$ cat config.mk
export PLATFORM = sky130hd
export DESIGN_NAME = joy_scan_ctrl
export DESIGN_NICKNAME = d
export VERILOG_FILES = /design/src/rtl/joy_scan_pkg.sv /design/src/rtl/joy_clk_gen.sv /design/src/rtl/joy_scan_ctrl.sv
export SDC_FILE = /design/constraint.sdc
export NUM_CORES = 1
export LEC_CHECK = 0
export CAP_MARGIN = 20
export CORE_MARGIN = 2
export CORE_UTILIZATION = 53
export CTS_CLUSTER_SIZE = 25
export DETAILED_ROUTE_END_ITERATION = 7
export GPL_ROUTABILITY_DRIVEN = 0
export MAX_ROUTING_LAYER = met4
export PLACE_DENSITY = 0.87
export SLEW_MARGIN = 5
export SYNTH_ARGS = -nofsm -noshare
export SYNTH_HDL_FRONTEND = slang
export SYNTH_HIERARCHICAL = 1
export SYNTH_SLANG_ARGS = --single-unit
$ cat constraint.sdc
create_clock -name clk12 -period 2.6 [get_ports clk12]
set_clock_uncertainty 0.1 [all_clocks]
set_input_delay 0.78 -clock clk12 [delete_from_list [all_inputs] [get_ports clk12]]
set_output_delay 0.78 -clock clk12 [all_outputs]
set_load 0.02 [all_outputs]
$ cat src/rtl/joy_scan_pkg.sv
// Shared types and constants for the serial joystick scanner.
// Covers the FSM state set, the slot numbering and the slot-to-bit mapping.
package joy_scan_pkg;

  typedef enum logic [2:0] {IDLE, LOAD, SKIP, SHIFT, COMMIT} state_e;

  localparam logic [4:0] SLOT_LOAD  = 5'd0;
  localparam logic [4:0] SLOT_FIRST = 5'd2;
  localparam logic [4:0] SLOT_LAST  = 5'd25;

  typedef struct packed {
    logic       p2;    // 1 = player 2 word
    logic [3:0] bitn;
  } slot_map_t;

  // Slots 2..17 carry bits 8,6,5,4,3,2,1,0 per player; the tail carries 10,11,9,7.
  function automatic slot_map_t slot_map(input logic [4:0] slot);
    logic [4:0] idx;
    slot_map_t  m;
    idx  = slot - SLOT_FIRST;
    m.p2 = (idx >= 5'd8) && (idx < 5'd20);
    if (idx < 5'd16) begin
      m.bitn = (idx[2:0] == 3'd0) ? 4'd8 : {1'b0, 3'd7 - idx[2:0]};
    end else begin
      case (idx[1:0])
        2'd0:    m.bitn = 4'd10;
        2'd1:    m.bitn = 4'd11;
        2'd2:    m.bitn = 4'd9;
        default: m.bitn = 4'd7;
      endcase
    end
    return m;
  endfunction

endpackage

$ cat src/rtl/joy_clk_gen.sv
// Shift-clock divider: JOY_CLK level plus sample (rising) and wrap strobes.
// The counter is parked at zero while run_i is low.
module joy_clk_gen #(
  parameter int DIV_HALF = 27
) (
  input  logic clk_i,
  input  logic rst_ni,
  input  logic run_i,
  output logic joy_clk_o,
  output logic sample_stb_o,
  output logic wrap_stb_o
);

  localparam logic [8:0] HALF = 9'(DIV_HALF);
  localparam logic [8:0] LAST = 9'(2 * DIV_HALF - 1);

  logic [8:0] cnt_q, cnt_d;
  logic       clk_q, clk_d;

  always_comb begin
    cnt_d = 9'd0;
    if (run_i && (cnt_q != LAST)) cnt_d = cnt_q + 9'd1;
    clk_d = (cnt_d >= HALF);
  end

  always_ff @(posedge clk_i or negedge rst_ni) begin
    if (!rst_ni) begin
      cnt_q <= 9'd0;
      clk_q <= 1'b0;
    end else begin
      cnt_q <= cnt_d;
      clk_q <= clk_d;
    end
  end

  assign joy_clk_o    = clk_q;
  assign sample_stb_o = run_i && (cnt_q == HALF - 9'd1);
  assign wrap_stb_o   = run_i && (cnt_q == LAST);

endmodule

$ cat src/rtl/joy_scan_ctrl.sv
// Serial joystick scanner: load/skip/shift sequencing of a 24-bit frame,
// demux into two active-low words and optional two-frame agreement filter.
module joy_scan_ctrl
  import joy_scan_pkg::*;
#(
  parameter int DIV_HALF = 27,
  parameter bit DEBOUNCE = 1'b1
) (
  input  logic        clk12,
  input  logic        reset_n,
  input  logic        scan_en,
  input  logic        JOY_DATA,
  output logic        JOY_CLK,
  output logic        JOY_LOAD,
  output logic [11:0] joystick1,
  output logic [11:0] joystick2,
  output logic        frame_done
);

  state_e      state_q, state_d;
  logic [4:0]  slot_q, slot_d;
  logic [11:0] raw1_q, raw1_d, raw2_q, raw2_d;
  logic [11:0] prev1_q, prev2_q;
  logic [11:0] j1_q, j2_q;
  logic        load_q, done_q;
  logic        sample_stb, wrap_stb, commit, match;
  slot_map_t   map;

  joy_clk_gen #(.DIV_HALF(DIV_HALF)) u_clk_gen (
    .clk_i        (clk12),
    .rst_ni       (reset_n),
    .run_i        (state_q != IDLE),
    .joy_clk_o    (JOY_CLK),
    .sample_stb_o (sample_stb),
    .wrap_stb_o   (wrap_stb)
  );

  always_comb begin
    state_d = state_q;
    slot_d  = slot_q;
    raw1_d  = raw1_q;
    raw2_d  = raw2_q;
    map     = slot_map(slot_q);
    case (state_q)
      IDLE: if (scan_en) begin
        state_d = LOAD;
        slot_d  = SLOT_LOAD;
      end
      LOAD: if (wrap_stb) begin
        state_d = SKIP;
        slot_d  = slot_q + 5'd1;
      end
      SKIP: if (wrap_stb) begin
        state_d = SHIFT;
        slot_d  = SLOT_FIRST;
      end
      SHIFT: begin
        if (sample_stb) begin
          if (map.p2) raw2_d[map.bitn] = JOY_DATA;
          else        raw1_d[map.bitn] = JOY_DATA;
          if (slot_q == SLOT_LAST) state_d = COMMIT;
        end
        // scan_en is only consulted at the frame boundary
        if (wrap_stb) begin
          if (slot_q == SLOT_LAST) begin
            state_d = scan_en ? LOAD : IDLE;
            slot_d  = SLOT_LOAD;
          end else begin
            slot_d = slot_q + 5'd1;
          end
        end
      end
      COMMIT:  state_d = SHIFT;
      default: state_d = IDLE;
    endcase
  end

  assign commit = (state_q == COMMIT);
  assign match  = (raw1_q == prev1_q) && (raw2_q == prev2_q);

  always_ff @(posedge clk12 or negedge reset_n) begin
    if (!reset_n) begin
      state_q <= IDLE;
      slot_q  <= SLOT_LOAD;
      raw1_q  <= 12'hFFF;
      raw2_q  <= 12'hFFF;
      prev1_q <= 12'hFFF;
      prev2_q <= 12'hFFF;
      j1_q    <= 12'hFFF;
      j2_q    <= 12'hFFF;
      load_q  <= 1'b1;
      done_q  <= 1'b0;
    end else begin
      state_q <= state_d;
      slot_q  <= slot_d;
      raw1_q  <= raw1_d;
      raw2_q  <= raw2_d;
      load_q  <= (state_d != LOAD);
      done_q  <= commit;
      if (commit) begin
        prev1_q <= raw1_q;
        prev2_q <= raw2_q;
        if (!DEBOUNCE || match) begin
          j1_q <= raw1_q;
          j2_q <= raw2_q;
        end
      end
    end
  end

  assign JOY_LOAD   = load_q;
  assign joystick1  = j1_q;
  assign joystick2  = j2_q;
  assign frame_done = done_q;

endmodule

-- After elaboration in Yosys (flattened, before gate mapping)
Cells that the tools add are included.
- register bits after elaboration: 92
- output and inout port bits: 27
- muxes and demuxes: 23
- add/sub/neg operators: 4
- reductions and logical operators: 15
- $lt $le $gt $ge: 6
- bitwise operators: 1
- equality and inequality tests: 17
- operators with widths (cell ; number):
    $mux 5 ; 5
    $bwmux 12 ; 2
    $eq 12x12->1 ; 2
    $mux 3 ; 7
    $pmux 5 s4 ; 1
    $pmux 3 s5 ; 1
    $pmux 4 s3 ; 1
    $lt 5x5->1 const B ; 2
    $add 9x1->9 const B ; 1
    $eq 9x5->1 const B ; 1
    $eq 9x6->1 const B ; 1
    $ge 9x5->1 const B ; 1
    $mux 9 ; 1
    $ne 9x6->1 const B ; 1
    $mux 4 ; 2
    $eq 3x2->1 const B ; 2
    $logic_and 1x1->1 ; 6
    $logic_not 3->1 ; 2
    $ne 2x1->1 const B ; 3
    $reduce_and 3->1 ; 2
    $add 5x1->5 const B ; 1
    $eq 5x5->1 const B ; 1
    $ge 5x4->1 const B ; 1
    $lt 4x5->1 const B ; 1
    other kinds (17) ; 18

-- Depth between registers and ports, before layout
- depth after elaboration: 9
- mapped depth: 10

-- Modules after synthesis
The synthesis kept the hierarchy.
- by module, submodules not included (module ; area each (um2) ; sequential area each (um2) ; cells each ; instances):
    joy_scan_ctrl ; 4110.2 ; 2143.3 ; 376 ; 1
    joy_clk_gen ; 590.6 ; 250.2 ; 61 ; 1

-- Worst setup path after synthesis
OpenSTA, ideal clock, no wires.
- path type: register to register
- from: register slot_q[1]
- to: register raw1_q[7]
- cell stages (with the launch flop): 8
- required time: 2.415 ns
- arrival time: 2.336 ns
- slack: 0.080 ns
- path buffers: 0
- path through: dfrtp_1 -> inv_2 -> ha_1 -> and2_1 -> or3_1 -> o32a_1 -> nor4_1 -> mux2_1
- word-level cells in the longest chain between the ends: 9
- elaborated cells between the ends (all ways): 21
- ends and longest elaborated chain (element ; line ; RTL):
    start, declared ; joy_scan_ctrl.sv:21 ; logic [4:0] slot_q, slot_d;
    start signal, assigned ; joy_scan_ctrl.sv:95 ; slot_q <= slot_d;
    $sub 5x2->5 (*) ; joy_scan_pkg.sv:20 ; idx = slot - SLOT_FIRST;
    $sub 3x3->3 (tied with other cells) ; joy_scan_pkg.sv:23 ; m.bitn = (idx[2:0] == 3'd0) ? 4'd8 : {1'b0, 3'd7 - idx[2:0]};
    $mux 4 / $pmux 4 s3 (equally long branches) ; joy_scan_pkg.sv:23, joy_scan_pkg.sv:25 ;
    $mux 4 ; joy_scan_pkg.sv:22 ; if (idx < 5'd16) begin
    $lt 4x5->1 (implied by the code) / $ge 4x1->1 (equally long branches) ; joy_scan_ctrl.sv:60 ; else raw1_d[map.bitn] = JOY_DATA;
    $logic_and 1x1->1 (implied by the code) ; joy_scan_ctrl.sv:60 ;
    $mux 1 (implied by the code) ; joy_scan_ctrl.sv:60 ;
    $demux 1 s4 ; joy_scan_ctrl.sv:60 ;
    $bwmux 12 ; joy_scan_ctrl.sv:60 ;
    end signal, assigned ; joy_scan_ctrl.sv:96 ; raw1_q <= raw1_d;
    end, declared ; joy_scan_ctrl.sv:22 ; logic [11:0] raw1_q, raw1_d, raw2_q, raw2_d;
Every way passes the cells marked *; elsewhere a longest branch is shown, timed or not.
A chain may end at the register's enable or synchronous reset.

-- Worst setup path after layout
Ends and elaborated chain as after synthesis.

==> flow_summary.toml <==
[setup_path]
cp-end-kind = "flop"
critPathMaxStageDelay_ns = 0.39
r2r_start = "slot_q[1]"
path_class = "flop to flop"
arrival_ns = 2.71
cp_top_family = "simple AND/OR/NAND/NOR gates"
worstPathMaxFanout = 8
cp.required_ns = 2.79
critPathLaunchType = "flop"
startpoint = "slot_q[1]"
critical_path.cell_chain = "inv_2, ha_1, and2_1, or3_1, o32a_1, nor4_1, mux2_1"
slowest_stage = "dfrtp_1"
critPathBufInv = 1

[timing]
finalMaxSlewViolations = 0
setup_violations = 0
fin_ws_ns = 0.0774
fin_crit_ns = 2.52
final.period_utilization = 0.970
tightest_slew_ns = 0.500
slew_headroom = 0.667
max_freq_mhz = 396
hold_viol = 0
setup_tns_ns = 0
rsz0062_at_grt = "yes"

[global_routing]
grt_pass1_vias = 3426
overflow = 0
use_met1 = 0.273
grt_start_max_net_pins = 40
use_met3 = 0.0379
grt_pass1_wl_um = 16800
met2_usage = 0.379
track_usage = 0.225
antenna_found_initial = 0
busiest_layer = "met2"

[logic_synthesis]
synth-edff-count = 0
ys_ff_latch = 92
synth_top_cell_by_area = "dfstp_2"
ys_async_sr_fraction = 1.00
syn-num-nets = 452
synth_top_area_frac = 0.408
seq_area_frac_synth = 0.509
syn_inst = 437
synth_warnings = 6
post_synth_num_cell_types = 57
synth_flop_cell = "dfstp_2"
syn-cell-area_mm2 = 0.00470
avgSynthCellArea_um2 = 10.8
yosys-top-cells-area = "dfstp_2 41%, mux2_1 11%, dfrtp_1 10%"

[layout]
fin_cells = 592
final_common_cell = "nand2_1"
final_util = 0.632
nets = 494
syn_to_final_growth_pct = 16.7
final_cell_mix = "88 x nand2_1, 73 x dfstp_2, 44 x mux2_1"
num_antenna_cells = 0
drive_above_1_share = 0.277

[floorplan]
fp-row-count = 34
dieWidth_um = 98.2
die_area_mm2 = 0.00964
fp.coreArea_mm2 = 0.00868
io_pins = 31
die_h_um = 98.2
start_util = 0.542

[routing]
ant_nets = 0
first_pass_iters = 5
viasPerCell = 5.94
drt-initial-drc-count = 217
post-route-drc-count = 0
routedWlPerCell_um = 17.2
vias = 3518
wirelength_um = 10200

[cts]
clk_path_buf_depth = 2
h-tree-depth = 3
clkSinkCount = 92
tritoncts = "built"
cts_root_buffer = "clkbuf_8"
cts-hold-fix-buffers = 0
cts_buffers = 9
clock_latency_ns = 0.36
post_cts_buffers = 0
clk_pin_slew_ns = 0.10

[placed_design]
dp_hpwl_um = 6950
dp_slack_ns = -0.107
portBuffers = 30
dp_cells = 576

[power_and_ir_drop]
p_leak_nw = 2.37
peakVddDrop_mv = 0.317
cellPowerDensity_mw_per_mm2 = 494

[run]
drv_cap = 0

[worst_hold_path]
min_path_type = "input pin to async pin"

[run_status]
status = "finished, final reports clean"
## routing by layer
layer | routed length (µm) | vias to the layer above
li1 | - | 1607
met1 | 4200 | 1765
met2 | 5240 | 117
met3 | 503 | 29
met4 | 234 | 0
met5 | 0 | -
## final cells by class
type	instances	area, µm²
multi-input cells	315	2200
clock inverters	6	119
repair buffers	49	453
inverters	12	45.0
fillers	662	3190
clock buffers	10	138
well taps	108	135
flip-flops and latches	92	2390
## synth_stat cells, types with 7 or more instances
master and instances:
nor2_1 15, buf_2 7, clkbuf_1 8, nor4_1 9
a21oi_1 10, xor2_1 12, nor3b_1 7, mux2_1 44
dfrtp_1 19, nand3_1 9, inv_1 10, nand4_1 7
nor3_1 13, xnor2_1 17, ha_1 11, nand2_1 88
o21ai_0 11, dfstp_2 73
## worst paths after layout
check	end	slack (ns)	depth (start not counted)
setup / recovery	raw1_q[7]	0.08	7
setup reg to reg	raw1_q[7]	0.08	7
hold / removal	state_q[0]	0.29	1
hold reg to reg	prev1_q[11]	0.37	2
max in group asynchronous	joystick1[9]	1.44	2
min in group clk12	prev1_q[11]	0.37	2
## sequential cells by signal, indices dropped and copies added, names as in the netlist
name / cells
joystick1: 12
u_clk_gen/cnt_q: 9
state_q: 3
joystick2: 12
prev1_q: 12
u_clk_gen/joy_clk_o: 1
prev2_q: 12
raw1_q: 12
frame_done: 1
raw2_q: 12
slot_q: 5
JOY_LOAD: 1
## worst reg2reg max path, cell delays in order, from the launching register on
cell	delay (ns)
dfrtp_1	0.39
inv_2	0.12
ha_1	0.32
and2_1	0.22
or3_1	0.36
o32a_1	0.26
nor4_1	0.32
mux2_1	0.36
## where the power goes
part	switching [mW]	total (mW)	internal, mW	leakage (nW)
clock network	0.531	1.21	0.677	0.129
registers	0.00498	1.45	1.44	0.968
logic	0.0388	0.0541	0.0152	1.28
## timing repair
action | CTS | global route
setup endpoints to repair | 6 | 15
pin swaps | 0 | 1
hold endpoints to repair | 0 | 0
cloned | 0 | 0
resized for setup | 1 | 6
## cells by family (layout without fill, tap and decap cells)
family | after synthesis | count (layout) | synth area share
and+or+nand+nor | 180 | 180 | 0.194
buffers and inverters | 30 | 77 | 0.0290
xor gates and xnor gates | 29 | 29 | 0.0540
DFF | 92 | 92 | 0.509
muxes | 50 | 50 | 0.121
AOI/OAI and AO/OA | 45 | 45 | 0.0641
adders and majority gates | 11 | 11 | 0.0293
## per-stage QoR
stage / cell area [µm²] / power (mW) / hold WS (ns)
finish: 5490 / 2.71 / 0.286
global route: 5490 / 2.78 / 0.312
CTS: 5460 / 2.72 / 0.287
detailed placement: 5200 / 1.53 / 0.355
global placement: 5200 / 1.52 / 0.351
floorplan: 4700 / 1.48 / 0.346
Note: power is estimated with default switching activity, not from simulation.
